File: config.mk
export PLATFORM = sky130hd
export DESIGN_NAME = if_fetch_unit
export DESIGN_NICKNAME = d
export VERILOG_FILES = /design/src/rtl/fetch_pkg.sv /design/src/rtl/fetch_fifo.sv /design/src/rtl/if_fetch_unit.sv
export SDC_FILE = /design/constraint.sdc
export NUM_CORES = 1
export LEC_CHECK = 0
export BUFFER_PORTS_ARGS = -buffer_cell sky130_fd_sc_hd__buf_2
export CORE_MARGIN = 1.5
export CORE_UTILIZATION = 50
export CTS_BUF_LIST = sky130_fd_sc_hd__clkbuf_8
export DETAILED_ROUTE_END_ITERATION = 12
export PLACE_DENSITY_LB_ADDON = 0.08
export SYNTH_ARGS = -nofsm -noshare
export SYNTH_HDL_FRONTEND = slang
export SYNTH_HIERARCHICAL = 1
export SYNTH_SLANG_ARGS = --single-unit
File: constraint.sdc
create_clock -name clk -period 7.4 [get_ports clk]
set_clock_uncertainty 0.2 [all_clocks]
set_input_delay 0.74 -clock clk [delete_from_list [all_inputs] [get_ports clk]]
set_output_delay 0.74 -clock clk [all_outputs]
set_load 0.005 [all_outputs]
File: src/rtl/fetch_pkg.sv
// Shared types and constants for the instruction-fetch stage.
package fetch_pkg;

  localparam int XLEN = 32;
  localparam logic [XLEN-1:0] INSTR_NOP = 32'h00000013;

  typedef struct packed {
    logic [XLEN-1:0] pc;
    logic [XLEN-1:0] instr;
  } fetch_entry_t;

endpackage

File: src/rtl/fetch_fifo.sv
// Synchronous FIFO with flush; flush wins over a same-cycle push so nothing survives it.
module fetch_fifo #(
  parameter int WIDTH = 32,
  parameter int DEPTH = 4,
  localparam int PW = (DEPTH > 1) ? $clog2(DEPTH) : 1,
  localparam int CW = $clog2(DEPTH + 1)
) (
  input  logic             clk,
  input  logic             rst,
  input  logic             push,
  input  logic [WIDTH-1:0] push_data,
  input  logic             pop,
  input  logic             flush,
  output logic [WIDTH-1:0] pop_data,
  output logic [CW-1:0]    count,
  output logic             full,
  output logic             empty
);

  logic [WIDTH-1:0] mem_q [DEPTH];
  logic [PW-1:0]    wr_ptr_q, wr_ptr_d;
  logic [PW-1:0]    rd_ptr_q, rd_ptr_d;
  logic [CW-1:0]    count_q, count_d;
  logic             do_push, do_pop;

  function automatic logic [PW-1:0] ptr_inc(input logic [PW-1:0] p);
    return (p == PW'(DEPTH - 1)) ? '0 : p + 1'b1;
  endfunction

  assign full  = (count_q == CW'(DEPTH));
  assign empty = (count_q == '0);

  always_comb begin
    do_push  = push && (!full || pop);
    do_pop   = pop && !empty;
    wr_ptr_d = wr_ptr_q;
    rd_ptr_d = rd_ptr_q;
    count_d  = count_q;
    if (flush) begin
      wr_ptr_d = '0;
      rd_ptr_d = '0;
      count_d  = '0;
    end else begin
      if (do_push) wr_ptr_d = ptr_inc(wr_ptr_q);
      if (do_pop)  rd_ptr_d = ptr_inc(rd_ptr_q);
      count_d = count_q + CW'(do_push) - CW'(do_pop);
    end
  end

  always_ff @(posedge clk or negedge rst) begin
    if (!rst) begin
      wr_ptr_q <= '0;
      rd_ptr_q <= '0;
      count_q  <= '0;
    end else begin
      wr_ptr_q <= wr_ptr_d;
      rd_ptr_q <= rd_ptr_d;
      count_q  <= count_d;
    end
  end

  always_ff @(posedge clk) begin
    if (do_push && !flush) mem_q[wr_ptr_q] <= push_data;
  end

  assign pop_data = mem_q[rd_ptr_q];
  assign count    = count_q;

endmodule

File: src/rtl/if_fetch_unit.sv
// Instruction-fetch stage: credit-limited imem issue, in-order response capture, redirect flush.
// Define FETCH_PERF_CNT_EN to build the decode-starvation counter on perf_stall_cnt.
module if_fetch_unit
  import fetch_pkg::*;
#(
  parameter int DEPTH           = 4,
  parameter int MAX_OUTSTANDING = 2
) (
  input  logic            clk,
  input  logic            rst,
  input  logic [XLEN-1:0] pc,
  output logic [XLEN-1:0] pc_next,
  input  logic            redirect_valid,
  input  logic [XLEN-1:0] redirect_pc,
  output logic            imem_req_valid,
  input  logic            imem_req_ready,
  output logic [XLEN-1:0] imem_req_addr,
  input  logic            imem_rsp_valid,
  input  logic [XLEN-1:0] imem_rsp_data,
  output logic            id_valid,
  input  logic            id_ready,
  output logic [XLEN-1:0] id_instr,
  output logic [XLEN-1:0] id_pc,
  output logic [31:0]     perf_stall_cnt
);

  localparam int QCW = $clog2(DEPTH + 1);
  localparam int OW  = $clog2(MAX_OUTSTANDING + 1);

  logic [OW-1:0]   outstanding_q, outstanding_d;
  logic [OW-1:0]   drop_cnt_q, drop_cnt_d;
  logic            req_fire, rsp_accept, rsp_keep, rsp_drop, q_pop;
  fetch_entry_t    q_push_data, q_head;
  logic [QCW-1:0]  q_count;
  logic            q_full, q_empty;
  logic [XLEN-1:0] inflight_pc;
  logic [OW-1:0]   if_count;
  logic            if_full, if_empty;
  logic            fifo_status_unused;

  assign fifo_status_unused = ^{q_full, if_count, if_full, if_empty};

  // Every issued request already owns a queue slot, so responses never need backpressure.
  always_comb begin
    imem_req_valid = rst && !redirect_valid
                     && (outstanding_q < OW'(MAX_OUTSTANDING))
                     && ((int'(q_count) + int'(outstanding_q)) < DEPTH);
    req_fire      = imem_req_valid && imem_req_ready;
    rsp_accept    = imem_rsp_valid && (outstanding_q != '0);
    rsp_drop      = rsp_accept && (drop_cnt_q != '0);
    rsp_keep      = rsp_accept && (drop_cnt_q == '0);
    outstanding_d = outstanding_q + OW'(req_fire) - OW'(rsp_accept);
    drop_cnt_d    = redirect_valid ? outstanding_d : drop_cnt_q - OW'(rsp_drop);
    q_push_data.pc    = inflight_pc;
    q_push_data.instr = imem_rsp_data;
    q_pop = !q_empty && id_ready;
    if (!rst)                pc_next = pc;
    else if (redirect_valid) pc_next = redirect_pc;
    else if (req_fire)       pc_next = pc + 32'd4;
    else                     pc_next = pc;
  end

  always_ff @(posedge clk or negedge rst) begin
    if (!rst) begin
      outstanding_q <= '0;
      drop_cnt_q    <= '0;
    end else begin
      outstanding_q <= outstanding_d;
      drop_cnt_q    <= drop_cnt_d;
    end
  end

  fetch_fifo #(.WIDTH(XLEN), .DEPTH(MAX_OUTSTANDING)) u_inflight (
    .clk       (clk),
    .rst       (rst),
    .push      (req_fire),
    .push_data (pc),
    .pop       (rsp_keep),
    .flush     (redirect_valid),
    .pop_data  (inflight_pc),
    .count     (if_count),
    .full      (if_full),
    .empty     (if_empty)
  );

  fetch_fifo #(.WIDTH($bits(fetch_entry_t)), .DEPTH(DEPTH)) u_queue (
    .clk       (clk),
    .rst       (rst),
    .push      (rsp_keep),
    .push_data (q_push_data),
    .pop       (q_pop),
    .flush     (redirect_valid),
    .pop_data  (q_head),
    .count     (q_count),
    .full      (q_full),
    .empty     (q_empty)
  );

  assign imem_req_addr = pc;
  assign id_valid      = !q_empty;
  assign id_pc         = q_head.pc;
  assign id_instr      = q_empty ? INSTR_NOP : q_head.instr;

`ifdef FETCH_PERF_CNT_EN
  logic [31:0] perf_cnt_q, perf_cnt_d;

  always_comb begin
    perf_cnt_d = perf_cnt_q;
    if (id_ready && !id_valid && (perf_cnt_q != '1)) perf_cnt_d = perf_cnt_q + 32'd1;
  end

  always_ff @(posedge clk or negedge rst) begin
    if (!rst) perf_cnt_q <= '0;
    else      perf_cnt_q <= perf_cnt_d;
  end

  assign perf_stall_cnt = perf_cnt_q;
`else
  assign perf_stall_cnt = '0;
`endif

endmodule
==> results of run 1 <==
[registers in the layout, indices dropped and copies added (netlist names)]
| register | flops |
|---|---|
| u_inflight/mem_q | 64 |
| u_inflight/rd_ptr_q | 1 |
| u_queue/count | 3 |
| u_queue/rd_ptr_q | 2 |
| drop_cnt_q | 2 |
| outstanding_q | 2 |
| u_queue/wr_ptr_q | 2 |
| u_queue/mem_q | 256 |
| u_inflight/count | 2 |
| u_inflight/wr_ptr_q | 1 |
[power by group through the flow]
| stage | clock network (uW) | registers, uW | logic (uW) |
|---|---|---|---|
| 4_1_cts | 1390 | 2240 | 681 |
| 5_1_grt | 1470 | 2250 | 738 |
| 2_1_floorplan | 0 | 2240 | 443 |
| 6_report | 1350 | 2230 | 664 |
| 3_5_place_dp | 0 | 2270 | 678 |
| 3_3_place_gp | 0 | 2270 | 674 |
[cell type report]
cell class | instances | area share (%)
Clock buffer | 53 | 4.44
Clock inverter | 38 | 1.05
Inverter | 15 | 0.343
Multi-Input combinational cell | 399 | 23.0
Sequential cell | 335 | 60.9
Tap cell | 378 | 2.88
Timing Repair Buffer | 240 | 7.45
[placed cells by master (no fill, tap or decap), types with 3 or more instances in the layout]
cell / instances
edfxtp_1: 320
buf_2: 231
mux4_2: 64
clkbuf_8: 53
nor2b_1: 37
conb_1: 32
mux2_2: 32
inv_1: 31
nor2_1: 27
nand2_1: 21
clkinv_1: 18
and3_1: 17
ha_1: 14
nand3_1: 13
nand4_1: 12
dfrtp_1: 12
nor3_1: 10
o22ai_1: 9
a21oi_1: 9
buf_4: 9
xnor2_1: 8
o21ai_0: 8
a311oi_1: 8
mux2i_1: 7
a22oi_1: 6
a211oi_1: 6
o21ai_1: 6
and4_1: 4
xor2_1: 4
and2_4: 4
or2_2: 3
o211ai_1: 3
clkinv_2: 3
[per-layer routing]
layer	part of all wire, %	routed length, um	track usage [%]	vias up
li1	-	-	-	3602
met1	45	13200	27.2	3917
met2	48	13800	31.4	275
met3	5.2	1500	3.50	47
met4	1.9	541	5.30	0
met5	0	0	0	-
[path summary, 6_finish.rpt]
check / start / end / slack [ns] / cells past startpoint
worst max register to register: u_queue/count[2] / u_inflight/mem_q[1][23] / 3.65 / 5
worst max-delay path: rst / pc_next[7] / 2.81 / 7
worst min-delay path: rst / u_queue/count[1] / 0.08 / 1
max in group asynchronous: rst / u_queue/rd_ptr_q[1] / 6.33 / 1
worst min register to register: outstanding_q[0] / outstanding_q[0] / 0.38 / 1
min in group clk: imem_rsp_data[27] / u_queue/mem_q[0][27] / 0.21 / 1
[critical path, cell delays in order]
cell,delay (ns)
buf_2,0.62
or4b_4,0.59
nor4b_4,0.84
nand2_1,0.19
or4_1,0.44
nand3_1,0.09
buf_2,0.12
[per-stage QoR]
stage / utilization (%) / cells / power, uW / setup WS, ns
5_1_grt: 58.6 / 1458 / 4460 / 2.54
4_1_cts: 58.6 / 1458 / 4310 / 2.80
6_report: 58.6 / 1458 / 4250 / 2.81
3_5_place_dp: 55.4 / 1367 / 2950 / 2.68
3_3_place_gp: 55.4 / 1367 / 2950 / 2.74
2_1_floorplan: - / 850 / 2690 / 2.19
==> flow_summary.toml, run 1 <==
[clock_tree]
root_buffer = "clkbuf_8"
post_cts_resized = 0
cts_tree = "built"
clock_latency_ns = 0.55
cts_max_level = 2
max-clock-path-buffers = 3
cts_made_buffers = 52
clock_sinks = 335
clk_pin_slew_ns = 0.06
cts_setup_buffers = 0
hold_buffers = 0

[worst_hold_path]
hold_class = "input pin to asynchronous set/reset pin"

[critical_path]
cp_max_fo = 41
required_ns = 6.46
cp-start-kind = "input pin"
arrival_ns = 3.65
endpoint_kind = "primary output"
worstSetupPathType = "input pin to primary output"

[power]
sw_frac_of_total_pct = 25.0
combPwrFrac_pct = 15.6
power_frac_seq_pct = 52.6
intPower_uw = 3180
power.density_nw_per_um2 = 259
vdd_ir_drop_max_v = 0.000139
p_clk_share_pct = 31.8
switching_power_uw = 1060
p_leak_uw = 0.00592

[routing]
drt_iter0_drc = 577
wl_mm = 29.0
vias = 7841
detail-route-antenna-nets = 0
post_drt_wl_per_cell_um = 19.9
drt_first_pass_iters = 5
drc = 0
viasPerCell = 5.38

[grt]
grt_pass1_vias = 7639
antenna_found_initial = 1
grt_usage_pct = 19.3
grt_max_degree = 65
grt_pass1_wl_mm = 44.3
grt_overflow = 0

[sta]
setup_viol = 0
fin_hold_ws_ns = 0.0825
final-hold-violation-count = 0
final-max-slew-violation-count = 0
relSlewSlack_pct = 28.0
worst_pin_slew_ns = 1.08
finalCritPeriodShare_pct = 62.0
layout_min_cycle_time_ns = 4.59
tns_ns = 0
max_freq_mhz = 218
rsz0062_at_grt = "false"

[finish]
drive_above_1_share_pct = 38.4
regArea_sq_um = 9990
fin_nets = 1160
stdcell_area_sq_um = 16400
areaGrowthSynthToFinish_pct = 14.2
multi_input_area_sq_um = 3770
antenna_cells = 0
nFillCells = 2242

[placed_design]
dp_hpwl_mm = 17.9
placed_cell_area_sq_um = 15500
io_buffer_count = 231
gp_congestion = 0.800

[job]
drv_cap = 0

[floorplan]
initial_utilization_pct = 51.3
core_sq_um = 28000
fp.dieH_um = 173
rows = 61
die_area_sq_um = 29800
io-pin-count = 264
chipWidth_um = 173

[run_status]
status = "completed"

[logic_synthesis]
synthCells = 819
ys_warn_count = 6
synth_area_per_cell_sq_um = 17.6
synthesis.area_sq_um = 14400
(Power assumes the default switching activity.)
==> run 2: changes to the inputs <==
- clock period: 7.4 -> 3.95 ns (I/O delays scaled with it)
==> run 2 against run 1 <==
Net effect: highest routed layer unchanged; flip-flop and latch count unchanged; count of clock-buffer cells in the layout unchanged; first-iteration DRC count is 5.0% lower; die area did not move.
==> flow_summary.toml, run 2 (same netlist as run 1, synthesis figures left out) <==
[finish]
antenna_cells = 0
fin_nets = 1240
fin_cells = 1540
regMostFlops = "u_queue/mem_q"
final_common_cell = "edfxtp_1"
drive_above_1_share_pct = 38.0
largest_register_ffs = 256
areaGrowthSynthToFinish_pct = 20.7
stdcell_area_sq_um = 17400
most-common-layout-cells = "320 x edfxtp_1, 231 x buf_2, 65 x dlygate4sd3_1"

[critical_path]
required_ns = 3.36
worstSetupPathType = "input pin to primary output"
endpoint_kind = "primary output"
slowest_delay_ns = 0.52
path_cells = "dlygate4sd3_1 > buf_2 > buf_4 > clkinv_1 > nor2_2 > buf_4 > a311oi_1 > a21oi_1 > buf_2"
crit_slowest_cell = "dlygate4sd3_1"
cp-start-kind = "input pin"
arrival_ns = 2.98
cp_max_fo = 40

[job]
drv_cap = 0

[power]
p_total_uw = 8250
vdd_ir_drop_max_v = 0.000241
p_leak_uw = 0.00632
power.density_nw_per_um2 = 475

[floorplan]
initial_utilization_pct = 51.3
core_sq_um = 28000
fp.dieH_um = 173
io-pin-count = 264
rows = 61
chipWidth_um = 173
die_area_sq_um = 29800

[sta]
final-max-slew-violation-count = 0
worst_pin_slew_ns = 0.908
tns_ns = 0
rsz0062_at_grt = "false"
finalCritPeriodShare_pct = 90.5
max_freq_mhz = 280
final-hold-violation-count = 0
layout_min_cycle_time_ns = 3.58
setup_viol = 0
relSlewSlack_pct = 39.3
fin_hold_ws_ns = 0.191

[placed_design]
io_buffer_count = 231
gp_congestion = 0.809
placed_cell_area_sq_um = 15700
placed_cells = 1381
dp_hpwl_mm = 19.2

[clock_tree]
cts_setup_buffers = 0
cts_made_buffers = 53
cts_tree = "built"
cts_max_level = 2
root_buffer = "clkbuf_8"
max-clock-path-buffers = 3
post_cts_resized = 0
clock_latency_ns = 0.56
clk_pin_slew_ns = 0.07
clock_sinks = 335

[routing]
wl_mm = 30.6
post_drt_wl_per_cell_um = 19.9
viasPerCell = 5.34
drc = 0
detail-route-antenna-nets = 0
drt_iter0_drc = 548
vias = 8230
drt_first_pass_iters = 5

[grt]
grt_max_degree = 57
grt_pass1_wl_mm = 47.0
antenna_found_initial = 0
grt_usage_pct = 20.6
grt_pass1_vias = 8177
grt_overflow = 0

[worst_hold_path]
hold_class = "input pin to register"

[run_status]
status = "completed"
## run 2: routing by layer
metal	share of wire [%]	track usage [%]	up-vias
li1	-	-	3763
met1	45	29.3	4068
met2	47	33.2	346
met3	6.2	3.17	53
met4	2.0	5.88	0
met5	0	0	-
## run 2: per-stage QoR
| step | utilization, % | setup slack [ns] |
|---|---|---|
| global placement | 56.1 | 0.888 |
| detailed placement | 56.1 | 0.912 |
| finish | 62.0 | 0.374 |
| CTS | 62.0 | 0.338 |
| global route | 62.0 | 0.130 |
| floorplan | - | 0.220 |
## run 2: where the power goes
group | internal (uW) | total (uW) | switching (uW)
logic | 657 | 1350 | 694
registers | 4070 | 4170 | 98.5
clock network | 1460 | 2730 | 1270
total | 6180 | 8250 | 2070
## run 2: cell type report
type / instances / area, sq um
clock buffers: 53 / 729
clock inverters: 41 / 265
fillers: 2134 / 10700
inverters: 15 / 56.3
multi-input cells: 399 / 3790
flip-flops and latches: 335 / 9990
well taps: 378 / 473
repair buffers: 319 / 2050
## run 2: final timing paths
check                                        start                   end  slack (ns)  depth (start not counted)
max reg2reg                       u_queue/count[2]         drop_cnt_q[1]        1.00                         11
min reg2reg                u_inflight/mem_q[0][31]  u_queue/mem_q[3][63]        0.39                          1
min                                 redirect_valid   u_inflight/count[1]        0.19                          3
min in group asynchronous                      rst   u_queue/wr_ptr_q[1]        0.26                          3
max                                            rst            pc_next[4]        0.37                          9
max in group asynchronous                      rst   u_queue/rd_ptr_q[1]        2.90                          3
## run 2: timing repair
| action | 4_1_cts | 5_1_grt |
|---|---|---|
| setup endpoints to repair | 0 | 0 |
| hold buffers | 65 | 0 |
| endpoints found under the hold margin | 206 | 0 |
## run 2: worst max-delay path: cells and delay by family
kind	cells	cell delay, ns
compound gates	2	0.23
buf+inv	6	1.93
simple gates	1	0.41
==> run 3: changes to the inputs <==
- MAX_ROUTING_LAYER: default -> met4
==> run 3 against run 2 <==
Net effect: via count decreased by 0.27%; die area unchanged; register-to-register slack about the same; sequential share of layout area unchanged; maximum frequency increased by 0.24%; flip-flop and latch count unchanged; design area unchanged; worst hold slack about the same; total power about the same; clock power about the same; critical path depth decreased by 3; core utilization unchanged; highest routed layer unchanged.
==> flow_summary.toml, run 3 (same netlist as run 1, synthesis figures left out) <==
[worst_hold_path]
hold_class = "input pin to register"
min_from = "redirect_valid"
min_to = "u_inflight/count[1]"
min_path_cells = 3

[job]
drv_cap = 0

[sta]
rsz0062_at_grt = "false"
max_freq_mhz = 280
layout_min_cycle_time_ns = 3.57
setup_viol = 0
tns_ns = 0
final-hold-violation-count = 0
finalCritPeriodShare_pct = 90.3
relSlewSlack_pct = 38.4
final-max-slew-violation-count = 0
worst_pin_slew_ns = 0.921

[grt]
grt_usage_pct = 21.2
grt_pass1_vias = 8196
grt_overflow = 0
antenna_found_initial = 0
grt_max_degree = 57
grt_pass1_wl_mm = 47.0

[clock_tree]
cts_setup_buffers = 0
clock_latency_ns = 0.55
max-clock-path-buffers = 3
root_buffer = "clkbuf_8"
clock_sinks = 335
cts_made_buffers = 53
cts_max_level = 2
cts_tree = "built"
clk_pin_slew_ns = 0.07

[routing]
detail-route-antenna-nets = 0
drc = 0
viasPerCell = 5.33
post_drt_wl_per_cell_um = 19.9
drt_iter0_drc = 561
vias = 8208
wl_mm = 30.6
drt_first_pass_iters = 5

[finish]
regMostFlops = "u_queue/mem_q"
nFillCells = 2134
final_common_cell = "edfxtp_1"
most-common-layout-cells = "320 x edfxtp_1, 231 x buf_2, 65 x dlygate4sd3_1"
multi_input_area_sq_um = 3790
fin_nets = 1240
drive_above_1_share_pct = 38.0
antenna_cells = 0
regArea_sq_um = 9990
areaGrowthSynthToFinish_pct = 20.7
final_util_pct = 62.0
largest_register_ffs = 256

[critical_path]
cp-start-kind = "register"
required_ns = 3.36
crit_slowest_cell = "or4b_4"
arrival_ns = 2.97
cp_max_fo = 13
path_cells = "or4b_4 > nor2_2 > and3_1 > a311oi_1 > a211oi_1 > buf_2"
r2r_slack_ns = 1.01
reg2reg_depth = 11
slowest_delay_ns = 0.60
reg2reg_from = "u_queue/count[2]"
reg2reg_to = "drop_cnt_q[1]"
endpoint_kind = "primary output"
worstSetupPathType = "register to primary output"

[power]
p_leak_uw = 0.00632
vdd_ir_drop_max_v = 0.000241
power.density_nw_per_um2 = 475

[run_status]
status = "completed"

[floorplan]
chipWidth_um = 173
rows = 61
fp.dieH_um = 173
die_area_sq_um = 29800
io-pin-count = 264
initial_utilization_pct = 51.3
core_sq_um = 28000

[placed_design]
dp_hpwl_mm = 19.2
gp_congestion = 0.823
io_buffer_count = 231
-- run 3: cell counts in the layout (fill, tap and decap cells not counted) --
No cell type changed its count.
-- run 3: layout make-up --
type / instances / area share [%]
clock buffer: 53 / 4.20
multi-input combinational: 399 / 21.8
sequential: 335 / 57.6
tap: 378 / 2.72
timing repair buffer: 319 / 11.8
clock inverter: 41 / 1.53
inverter: 15 / 0.324
-- run 3: critical path: cells and delay by family, from the launching register on --
kind                   cells  cell delay (ns)
AOI/OAI and AO/OA          2             0.42
buffers and inverters      1             0.17
DFF                        1             0.44
and+or+nand+nor            3             1.38
-- run 3: worst max path at each step --
| stage | cells after the start | to | from | slack [ns] |
|---|---|---|---|---|
| global route | 6 | pc_next[21] | u_queue/count[2] | 0.13 |
| detailed placement | 8 | pc_next[16] | rst | 0.91 |
| finish | 6 | pc_next[23] | u_queue/count[2] | 0.38 |
| CTS | 6 | pc_next[21] | u_queue/count[2] | 0.34 |
| global placement | 8 | pc_next[16] | rst | 0.89 |
| floorplan | 6 | u_inflight/mem_q[1][0] | rst | 0.22 |
-- run 3: power breakdown --
part	switching (uW)	internal [uW]
logic	694	657
clock network	1270	1460
registers	98.5	4070
total	2070	6180
-- run 3: per-layer routing --
layer	GRT usage, %	routed length (um)	part of all wire [%]	vias to the layer above
met2	33.3	14500	48	321
li1	-	-	-	3759
met5	-	0	0	-
met4	5.88	543	1.8	0
met3	3.10	1750	5.7	47
met1	29.3	13800	45	4081
-- run 3: what timing repair did --
action                                 4_1_cts  5_1_grt
setup endpoints to repair                    0        0
hold buffers                                65        0
endpoints found under the hold margin      206        0
resized for setup                            0        0
-- run 3: metrics by stage --
| step | instances | power [uW] | hold WS [ns] | worst slack (ns) | cell area (sq um) |
|---|---|---|---|---|---|
| floorplan | 850 | 5040 | -0.101 | 0.220 | 14500 |
| global placement | 1381 | 5550 | 0.303 | 0.888 | 15700 |
| detailed placement | 1381 | 5570 | 0.294 | 0.912 | 15700 |
| CTS | 1540 | 8360 | 0.155 | 0.338 | 17400 |
| global route | 1540 | 8640 | 0.197 | 0.130 | 17400 |
| finish | 1540 | 8250 | 0.191 | 0.382 | 17400 |
